**config.mk**
```make
export PLATFORM = sky130hd
export DESIGN_NAME = fb_write_arb
export DESIGN_NICKNAME = d
export VERILOG_FILES = /design/src/rtl/fb_write_arb.sv
export SDC_FILE = /design/constraint.sdc
export NUM_CORES = 1
export LEC_CHECK = 0
export CAP_MARGIN = 20
export CELL_PAD_IN_SITES_DETAIL_PLACEMENT = 1
export CELL_PAD_IN_SITES_GLOBAL_PLACEMENT = 1
export CORE_ASPECT_RATIO = 0.7
export CORE_MARGIN = 3
export CORE_UTILIZATION = 39
export DETAILED_ROUTE_END_ITERATION = 6
export PLACE_DENSITY_LB_ADDON = 0.1
export SLEW_MARGIN = 25
export SYNTH_ARGS = -nofsm -noshare
export SYNTH_HDL_FRONTEND = slang
export SYNTH_SLANG_ARGS = --single-unit
export TNS_END_PERCENT = 30
```
**constraint.sdc**
```tcl
create_clock -name clk -period 5.2 [get_ports clk]
set_input_delay 1.04 -clock clk [delete_from_list [all_inputs] [get_ports clk]]
set_output_delay 1.04 -clock clk [all_outputs]
set_load 0.005 [all_outputs]
```
**src/rtl/fb_write_arb.sv**
```systemverilog
// Round-robin arbiter for the framebuffer write port with burst locking and a
// 2-stage y*FB_WIDTH+x address pipeline. Optional bounds clipping: FB_WRITE_ARB_CLIP_EN.
module fb_write_arb #(
  parameter int NREQ      = 2,
  parameter int CORDW     = 9,
  parameter int DATAW     = 4,
  parameter int FB_WIDTH  = 320,
  parameter int FB_HEIGHT = 240,
  parameter int ADDRW     = 17
) (
  input  logic                     clk,
  input  logic                     rst,
  input  logic [NREQ-1:0]          req_valid,
  input  logic [NREQ-1:0]          req_last,
  input  logic [NREQ*CORDW-1:0]    req_x,
  input  logic [NREQ*CORDW-1:0]    req_y,
  input  logic [NREQ*DATAW-1:0]    req_cidx,
  output logic [NREQ-1:0]          req_ready,
  output logic                     fb_we,
  output logic [ADDRW-1:0]         fb_addr,
  output logic [DATAW-1:0]         fb_cidx,
  output logic [$clog2(NREQ)-1:0]  grant_id,
  output logic                     locked
);

  localparam int IDW = $clog2(NREQ);

  typedef enum logic {IDLE, LOCKED} state_t;

  state_t           state_q;
  logic [IDW-1:0]   rr_q;
  logic [IDW-1:0]   owner_q;
  logic [IDW-1:0]   grant_q;
  logic             locked_q;

  logic [IDW-1:0]   win_id;
  logic             win_any;
  logic [IDW-1:0]   acc_id;
  logic             accept;
  logic             acc_last;
  logic [CORDW-1:0] acc_x;
  logic [CORDW-1:0] acc_y;
  logic [DATAW-1:0] acc_cidx;
  logic             acc_inb;

  logic             vld_p1;
  logic [ADDRW-1:0] base_p1;
  logic [CORDW-1:0] x_p1;
  logic [DATAW-1:0] cidx_p1;

  logic             fb_we_q;
  logic [ADDRW-1:0] fb_addr_q;
  logic [DATAW-1:0] fb_cidx_q;

  function automatic logic [IDW-1:0] next_id(input logic [IDW-1:0] id);
    if (int'(id) == NREQ - 1) return '0;
    return id + 1'b1;
  endfunction

  function automatic logic [ADDRW-1:0] row_base(input logic [CORDW-1:0] y);
    return ADDRW'(y) * ADDRW'(FB_WIDTH);
  endfunction

  function automatic logic [ADDRW-1:0] lin_addr(input logic [ADDRW-1:0] base,
                                                input logic [CORDW-1:0] x);
    return base + ADDRW'(x);
  endfunction

  // Scan downwards so the lowest offset from rr is the one left standing.
  always_comb begin
    int idx;
    idx     = 0;
    win_id  = '0;
    win_any = 1'b0;
    for (int k = NREQ - 1; k >= 0; k--) begin
      idx = int'(rr_q) + k;
      if (idx >= NREQ) idx = idx - NREQ;
      if (req_valid[IDW'(idx)]) begin
        win_id  = IDW'(idx);
        win_any = 1'b1;
      end
    end
  end

  always_comb begin
    req_ready = '0;
    acc_id    = win_id;
    if (state_q == LOCKED) begin
      req_ready[owner_q] = 1'b1;
      acc_id             = owner_q;
    end else if (win_any) begin
      req_ready[win_id] = 1'b1;
    end
  end

  assign accept   = req_valid[acc_id] & req_ready[acc_id];
  assign acc_last = req_last[acc_id];
  assign acc_x    = req_x[int'(acc_id)*CORDW +: CORDW];
  assign acc_y    = req_y[int'(acc_id)*CORDW +: CORDW];
  assign acc_cidx = req_cidx[int'(acc_id)*DATAW +: DATAW];

`ifdef FB_WRITE_ARB_CLIP_EN
  assign acc_inb = (32'(acc_x) < FB_WIDTH) && (32'(acc_y) < FB_HEIGHT);
`else
  assign acc_inb = 1'b1;
`endif

  always_ff @(posedge clk) begin
    if (rst) begin
      state_q  <= IDLE;
      rr_q     <= '0;
      owner_q  <= '0;
      grant_q  <= '0;
      locked_q <= 1'b0;
    end else if (accept) begin
      grant_q <= acc_id;
      case (state_q)
        IDLE: begin
          if (acc_last) begin
            rr_q <= next_id(acc_id);
          end else begin
            state_q  <= LOCKED;
            owner_q  <= acc_id;
            locked_q <= 1'b1;
          end
        end
        LOCKED: begin
          if (acc_last) begin
            state_q  <= IDLE;
            locked_q <= 1'b0;
            rr_q     <= next_id(owner_q);
          end
        end
        default: state_q <= IDLE;
      endcase
    end
  end

  // Stage 1: row base product, x and colour
  always_ff @(posedge clk) begin
    if (accept) begin
      base_p1 <= row_base(acc_y);
      x_p1    <= acc_x;
      cidx_p1 <= acc_cidx;
    end
  end

  // Stage 2: final address and write strobe
  always_ff @(posedge clk) begin
    if (rst) begin
      vld_p1    <= 1'b0;
      fb_we_q   <= 1'b0;
      fb_addr_q <= '0;
      fb_cidx_q <= '0;
    end else begin
      vld_p1  <= accept & acc_inb;
      fb_we_q <= vld_p1;
      if (vld_p1) begin
        fb_addr_q <= lin_addr(base_p1, x_p1);
        fb_cidx_q <= cidx_p1;
      end
    end
  end

  assign fb_we    = fb_we_q;
  assign fb_addr  = fb_addr_q;
  assign fb_cidx  = fb_cidx_q;
  assign grant_id = grant_q;
  assign locked   = locked_q;

endmodule

```
==> results of run 1 <==
## area by class of cell
cell class,instances,area (µm²)
Clock buffer,6,72.6
Multi-Input combinational cell,178,1340
Tap cell,91,114
Clock inverter,2,10.0
Timing Repair Buffer,78,768
Inverter,8,30.0
Sequential cell,52,1280
Fill cell,702,2850
## cell families (layout without fill, tap and decap cells)
family | count (synthesis) | in the layout | synth area share
and+or+nand+nor | 66 | 66 | 0.110
DFF | 52 | 52 | 0.477
AOI/OAI and AO/OA | 39 | 39 | 0.0945
muxes | 35 | 35 | 0.139
xor gates and xnor gates | 21 | 21 | 0.0684
adders and majority gates | 17 | 17 | 0.0847
buffers and inverters | 17 | 94 | 0.0270
## per-stage QoR
step | worst slack, ns | total power, mW | util | hold slack (ns) | cell area, µm²
3_3_place_gp | 1.02 | 0.724 | 0.547 | 0.466 | 3530
5_1_grt | 1.10 | 0.997 | 0.559 | 0.507 | 3610
3_5_place_dp | 0.929 | 0.732 | 0.547 | 0.474 | 3530
2_1_floorplan | 1.62 | 0.629 | - | 0.456 | 2690
6_report | 1.23 | 0.940 | 0.559 | 0.486 | 3610
4_1_cts | 1.22 | 0.952 | 0.560 | 0.488 | 3620
## critical path: cells and delay by family
kind	cells	cell delay [ns]
AO/OA/AOI/OAI	1	0.32
buffers and inverters	4	1.57
## final timing paths
path	from	slack [ns]	endpoint	cells past startpoint
max	req_valid[0]	1.23	req_ready[1]	5
min	locked	0.49	locked	2
max reg2reg	state_q	2.06	base_p1[15]	12
min reg2reg	locked	0.49	locked	2
## registers in the layout (all words and copies together), names as in the netlist
name and cells:
fb_cidx 4, cidx_p1 4, grant_id 1, rr_q 1
x_p1 9, locked 1, vld_p1 1, fb_we 1
state_q 1, fb_addr 17, owner_q 1, base_p1 11
## Yosys cell counts, types with 7 or more instances
cell type                   n
sky130_fd_sc_hd__ha_1      15
sky130_fd_sc_hd__a211oi_1   8
sky130_fd_sc_hd__edfxtp_1  24
sky130_fd_sc_hd__nor2_1    32
sky130_fd_sc_hd__mux2i_1   16
sky130_fd_sc_hd__a21oi_1   12
sky130_fd_sc_hd__xnor2_1   14
sky130_fd_sc_hd__xor2_1     7
sky130_fd_sc_hd__o21ai_0   10
sky130_fd_sc_hd__dfxtp_1   28
sky130_fd_sc_hd__inv_1      8
sky130_fd_sc_hd__nand2_1   13
sky130_fd_sc_hd__mux2_2    19
## power by group
part	total [mW]	switching, mW	internal, mW
Sequential	0.488	0.0186	0.469
Combinational	0.232	0.105	0.127
Clock	0.220	0.126	0.0940
## placed cells by master, fill, tap and decap left out, types with 2 or more instances in the layout
master                            count
sky130_fd_sc_hd__inv_1                7
sky130_fd_sc_hd__nor2_1              32
sky130_fd_sc_hd__nand3_1              6
sky130_fd_sc_hd__fa_1                 2
sky130_fd_sc_hd__edfxtp_1            24
sky130_fd_sc_hd__o21ai_0             10
sky130_fd_sc_hd__nor3_1               3
sky130_fd_sc_hd__ha_1                15
sky130_fd_sc_hd__a21o_1               2
sky130_fd_sc_hd__nor2b_1              3
sky130_fd_sc_hd__clkbuf_8             5
sky130_fd_sc_hd__buf_4                3
sky130_fd_sc_hd__clkdlybuf4s50_1     74
sky130_fd_sc_hd__nand2_1             13
sky130_fd_sc_hd__a21oi_1             12
sky130_fd_sc_hd__xnor2_1             14
sky130_fd_sc_hd__nand2b_1             2
sky130_fd_sc_hd__mux2_2              19
sky130_fd_sc_hd__dfxtp_1             28
sky130_fd_sc_hd__a211oi_1             8
sky130_fd_sc_hd__mux2i_1             16
sky130_fd_sc_hd__xor2_1               7
## metal layers
layer,up-vias,global-route usage,wire [µm]
met4,0,0.0306,43
li1,1023,-,-
met1,979,0.205,2940
met3,5,0.0347,240
met2,43,0.267,2870
met5,-,0,0
==> reports/metrics.csv, run 1 <==
stage;metric;value;unit
outcome;result_of_the_run;finished, final reports clean;
timing;summed_negative_setup_slack_over_all_endpoints;0;ns
detailed_routing;wl_per_cell;14.7;µm
global_routing;grt_overflow_total;0;
cts;h-tree-depth;2;
cts;post_cts_resized;0;
placement;place.gp.congestion;0.766;
yosys;gate_count_after_technology_mapping;247;
timing;worst_clock_skew;0.0130;ns
yosys;synthTopCellsByArea;sky130_fd_sc_hd__edfxtp_1 (27%), sky130_fd_sc_hd__dfxtp_1 (21%), sky130_fd_sc_hd__mux2_2 (8.0%);
cts;worst_skew_pair_later_pin_latency;0.30;ns
yosys;synth-warning-count;0;
global_routing;grt_pass1_wl;9780;µm
power;ir_worst_vdd;0.000114;V
detailed_routing;drt.antenna.violating_nets;0;
setup_path;cp-end-kind;output pin;
cts;tritoncts;built;
yosys;number_of_flip_flops_and_latches_in_the_synthesized_netlist;52;
setup_path;cpMaxStageDelayCell;sky130_fd_sc_hd__clkdlybuf4s50_1;
yosys;postSynthAreaPerCell;10.9;µm²
placement;placed_cells_incl_taps;407;
die;num_io_pins;76;
global_routing;globalRouteTotalUtil;0.155;
detailed_routing;detailroute.via_count;2050;
timing;drv_slew;0;
die;total_number_of_placement_rows;24;
detailed_routing;drt-total-wl;6090;µm
yosys;netlist_area;2690;µm²
detailed_routing;dr.first_iter.drc_count;30;
yosys;yosys_most_used_dff;sky130_fd_sc_hd__dfxtp_1;
min_path;worst_hold_path_type;register to register;
power;p_leak;1.29;nW
cts;cts_setup_buffers;0;
setup_path;crit_top_cell;sky130_fd_sc_hd__clkdlybuf4s50_1;
die;coreArea;6460;µm²
timing;setup_viol;0;
setup_path;critical_path_arrival;2.93;ns
finish;syn_to_final_growth;34.3;%
yosys;synth.largest_area_cell;sky130_fd_sc_hd__edfxtp_1;
die;die_h;75.5;µm
power;power_density_relative_to_cell_area;260;nW/µm²
cts;clk_slew_on_worst_s_h_paths;0.08;ns
die;floorplan.initialDensity;0.416;
cts;cts.root.buffer_cell;sky130_fd_sc_hd__clkbuf_8;
setup_path;cp.required;4.16;ns
timing;timing_worst_slew_pin_value;0.563;ns
global_routing;largest_net_degree_at_the_start_of_global_routing;31;
setup_path;cpPeakStageDelay;0.58;ns
timing;max_freq;0.252;GHz
cts;cts-buffers-inserted;5;
yosys;synth-edff-count;24;
die;die-area;7940;µm²
setup_path;critical_path.max_fanout;21;
timing;fin_crit_sh;0.764;
finish;fin_nets;390;
yosys;yosys.area.top_type_share;0.268;
finish;post_route_cells_drive_above_1_share;0.105;
timing;relSlewSlack;0.624;
cts;cts_hold_buffers;0;
placement;dpl.hpwl;4800;µm
setup_path;nature_of_the_critical_path_startpoint;input port;
yosys;synth_sequential_area_ratio;0.477;
setup_path;worstPathCellList;clkdlybuf4s50_1 > inv_1 > o21ai_4 > buf_4 > clkdlybuf4s50_1;
global_routing;via_count_of_the_first_global_routing_pass;2023;
cts;cts_max_path_buffers;2;
run;maxCapViolations;0;
detailed_routing;detail_route.drc_violations;0;
detailed_routing;detail_route.vias_per_cell;4.94;
yosys;synth.distinct_cells;37;
setup_path;timing.setup.critical_path_class;input port to output pin;
timing;final_period_minus_worst_setup_slack;3.97;ns
die;chipWidth;105;µm
detailed_routing;drt_pre_antenna_iters;4;
yosys;post_synth_arst_share;0;
finish;finalNonFillerCells;415;
yosys;mappedNetlistNets;314;
timing;report.final.hold_viol_count;0;
cts;clock-sinks;52;
global_routing;antenna_found_initial;0;
placement;io_buffers;75;
timing;grt_setup_unrepaired;false;
finish;antenna-diode-count;0;
Note: power is estimated with default switching activity, not from simulation.
==> run 2, diff against run 1 <==
--- a/config.mk
+++ b/config.mk
@@ -10,7 +10,7 @@
 export CELL_PAD_IN_SITES_GLOBAL_PLACEMENT = 1
 export CORE_ASPECT_RATIO = 0.7
 export CORE_MARGIN = 3
-export CORE_UTILIZATION = 39
+export CORE_UTILIZATION = 33
 export DETAILED_ROUTE_END_ITERATION = 6
 export PLACE_DENSITY_LB_ADDON = 0.1
 export SLEW_MARGIN = 25
==> constraint.sdc (replaced) <==
create_clock -name clk -period 3.6 [get_ports clk]
set_input_delay 0.72 -clock clk [delete_from_list [all_inputs] [get_ports clk]]
set_output_delay 0.72 -clock clk [all_outputs]
set_load 0.005 [all_outputs]
==> run 2 against run 1 <==
  * Count of clock-buffer cells in the layout is the same
  * Register-to-register slack lost 1.5 ns
  * Non-clock buffer count grew 6
  * First-iteration DRC count is 93% higher
  * Power grew 61%
  * Utilization down 6.8 points
  * Clock power rose by 110%
  * Global-route usage decreased by 2.0 points
  * Via count fell by 2.1%
  * Worst hold slack worse by 0.0021 ns
  * Highest routed layer unchanged
==> reports/metrics.csv, run 2 (same netlist as run 1, synthesis figures left out) <==
stage;metric;value;unit;change
setup_path;path_delay_family;adder cells;;was buffers and inverters
placement;dpl-instance-area;3590;µm²;was 3530 µm²
global_routing;antenna_found_initial;0;;unchanged
detailed_routing;wl_per_cell;14.5;µm;was 14.7 µm
setup_path;cp.required;3.64;ns;was 4.16 ns
outcome;result_of_the_run;finished, final reports clean;;unchanged
global_routing;grt_pass1_wl;9750;µm;was 9780 µm
cts;cts_hold_buffers;0;;unchanged
detailed_routing;drt-total-wl;6210;µm;was 6090 µm
detailed_routing;detailroute.via_count;2007;;was 2,050
global_routing;via_count_of_the_first_global_routing_pass;2011;;was 2,023
cts;clock-sinks;52;;unchanged
setup_path;worstPathCellList;clkdlybuf4s50_1 > inv_1 > o21ai_4 > mux2_2 > ha_1 > ha_1 > inv_1 > fa_1 > nor2b_1 > nor3_1 > o21bai_1 > a21oi_1 > xnor2_1;;was clkdlybuf4s50_1 > inv_1 > o21ai_4 > buf_4 > clkdlybuf4s50_1
detailed_routing;detail_route.vias_per_cell;4.69;;was 4.94
power;switching_share_of_total_power;0.252;;was 0.266
power;p_leak;1.36;nW;was 1.29 nW
cts;clk_slew_on_worst_s_h_paths;0.07;ns;was 0.08 ns
placement;worst_slack_after_detailed_placement;-0.120;ns;was 0.929 ns
power;net_switching_power;0.381;mW;was 0.250 mW
placement;place.gp.congestion;0.792;;was 0.766
finish;most-common-layout-cells;sky130_fd_sc_hd__clkdlybuf4s50_1 (74), sky130_fd_sc_hd__nor2_1 (32), sky130_fd_sc_hd__dfxtp_1 (28);;unchanged
setup_path;cpPeakStageDelay;0.48;ns;was 0.58 ns
finish;seqCellArea;1280;µm²;unchanged
detailed_routing;detail_route.drc_violations;0;;unchanged
die;chipWidth;114;µm;was 105 µm
finish;antenna-diode-count;0;;unchanged
timing;max_freq;0.294;GHz;
power;power_density_relative_to_cell_area;404;nW/µm²;was 260 nW/µm²
timing;final_period_minus_worst_setup_slack;3.40;ns;
timing;timing_worst_slew_pin_value;0.556;ns;was 0.563 ns
power;share_comb_of_total_power;0.230;;was 0.247
power;share_seq_of_total_power;0.466;;was 0.519
finish;fin_nets;396;;was 390
power;clock_power_share;0.304;;was 0.234
cts;h-tree-depth;2;;unchanged
cts;tritoncts;built;;unchanged
power;fin_total_pwr;1.51;mW;was 0.940 mW
die;die-area;9280;µm²;was 7940 µm²
die;floorplan.initialDensity;0.353;;was 0.416
timing;finalWorstSetupSlack;0.199;ns;was 1.23 ns
finish;post_route_cells_drive_above_1_share;0.124;;was 0.105
finish;filler_cell_count;867;;was 702
global_routing;globalRouteTotalUtil;0.135;;was 0.155
global_routing;largest_net_degree_at_the_start_of_global_routing;31;;unchanged
die;die_h;81.5;µm;was 75.5 µm
timing;relSlewSlack;0.629;;was 0.624
die;coreArea;7610;µm²;was 6460 µm²
timing;setup_viol;0;;unchanged
finish;largest_register_ffs;17;;unchanged
finish;mostFrequentLayoutCell;sky130_fd_sc_hd__clkdlybuf4s50_1;;unchanged
timing;worst_clock_skew;0.00836;ns;was 0.0130 ns
finish;finalInstanceArea;3740;µm²;was 3610 µm²
detailed_routing;drt.antenna.violating_nets;0;;unchanged
cts;cts-buffers-inserted;5;;unchanged
placement;io_buffers;75;;unchanged
run;maxCapViolations;0;;unchanged
power;ir_worst_vdd;0.000199;V;was 0.000114 V
detailed_routing;drt_pre_antenna_iters;4;;unchanged
setup_path;worst-path-buf-inv;3;;was 4
setup_path;timing.setup.critical_path_class;input port to register;;was input port to output pin
timing;drv_slew;0;;unchanged
finish;multiInputGateArea;1340;µm²;about the same
finish;syn_to_final_growth;39.0;%;was 34.3%
power;internal-power;1.13;mW;was 0.690 mW
setup_path;cpMaxStageDelayCell;sky130_fd_sc_hd__clkdlybuf4s50_1;;unchanged
timing;summed_negative_setup_slack_over_all_endpoints;0;ns;unchanged
die;num_io_pins;76;;unchanged
die;total_number_of_placement_rows;26;;was 24
setup_path;nature_of_the_critical_path_startpoint;input port;;unchanged
setup_path;critical_path.max_fanout;4;;was 21
cts;worst_skew_pair_later_pin_latency;0.29;ns;was 0.30 ns
detailed_routing;dr.first_iter.drc_count;58;;was 30
timing;grt_setup_unrepaired;false;;unchanged
setup_path;cp-end-kind;register;;was output pin
min_path;worst_hold_path_type;register to register;;unchanged
placement;dpl.hpwl;4780;µm;was 4800 µm
cts;cts_max_path_buffers;2;;unchanged
timing;fin_crit_sh;0.945;;
cts;cts.root.buffer_cell;sky130_fd_sc_hd__clkbuf_16;;was sky130_fd_sc_hd__clkbuf_8
setup_path;critical_path_arrival;3.44;ns;was 2.93 ns
timing;report.final.hold_viol_count;0;;unchanged
global_routing;grt_overflow_total;0;;unchanged
finish;layout.core_utilization;0.491;;was 0.559
[run 2: path summary, 6_finish.rpt]
| path | startpoint | endpoint | slack, ns | depth (start not counted) |
|---|---|---|---|---|
| worst min register to register | cidx_p1[0] | fb_cidx[0] | 0.48 | 2 |
| worst min-delay path | cidx_p1[0] | fb_cidx[0] | 0.48 | 2 |
| worst max register to register | state_q | base_p1[15] | 0.57 | 12 |
| worst max-delay path | req_valid[0] | base_p1[15] | 0.20 | 13 |
[run 2: area by class of cell]
type	instances	share of cell area
multi-input cells	178	0.358
repair buffers	84	0.221
clock inverters	2	0.00301
well taps	98	0.0328
flip-flops and latches	52	0.343
inverters	8	0.00803
clock buffers	6	0.0345
[run 2: repair_timing]
action,in CTS,in global routing
buffers inserted,0,0
resized for setup,0,1
setup endpoints to repair,0,1
[run 2: worst min-delay path, cell delays in order, from the launching register on]
cell                       delay [ns]
sky130_fd_sc_hd__edfxtp_1        0.32
sky130_fd_sc_hd__mux2i_1         0.06
sky130_fd_sc_hd__nor2_1          0.07
[run 2: power by group through the flow]
stage               Sequential (mW)  Combinational [mW]  Clock (mW)
floorplan                     0.714               0.194           0
global placement              0.717               0.346           0
detailed placement            0.718               0.350           0
CTS                           0.705               0.354       0.473
global route                  0.711               0.389       0.494
finish                        0.704               0.348       0.459
[run 2: through the flow]
stage	std cells	hold WS (ns)
after global routing	428	0.516
after CTS	428	0.487
after detailed placement	420	0.474
final	428	0.484
after floorplan	247	0.456
after global placement	420	0.464
[run 2: layer usage]
layer,share of wire,track usage,up-vias,routed length [µm]
met1,0.50,0.182,914,3100
met4,0.010,0.0356,0,62
li1,-,-,1039,-
met2,0.44,0.219,49,2720
met5,0,0,-,0
met3,0.053,0.0324,5,329
==> run 3, diff against run 2 <==
--- a/config.mk
+++ b/config.mk
@@ -5,7 +5,7 @@
 export SDC_FILE = /design/constraint.sdc
 export NUM_CORES = 1
 export LEC_CHECK = 0
-export CAP_MARGIN = 20
+export CAP_MARGIN = 5
 export CELL_PAD_IN_SITES_DETAIL_PLACEMENT = 1
 export CELL_PAD_IN_SITES_GLOBAL_PLACEMENT = 1
 export CORE_ASPECT_RATIO = 0.7
@@ -13,6 +13,7 @@
 export CORE_UTILIZATION = 33
 export DETAILED_ROUTE_END_ITERATION = 6
 export PLACE_DENSITY_LB_ADDON = 0.1
+export SKIP_CTS_REPAIR_TIMING = 1
 export SLEW_MARGIN = 25
 export SYNTH_ARGS = -nofsm -noshare
 export SYNTH_HDL_FRONTEND = slang
==> results of run 3 <==
The final DEF is identical to that of run 2; final timing and power are the same.
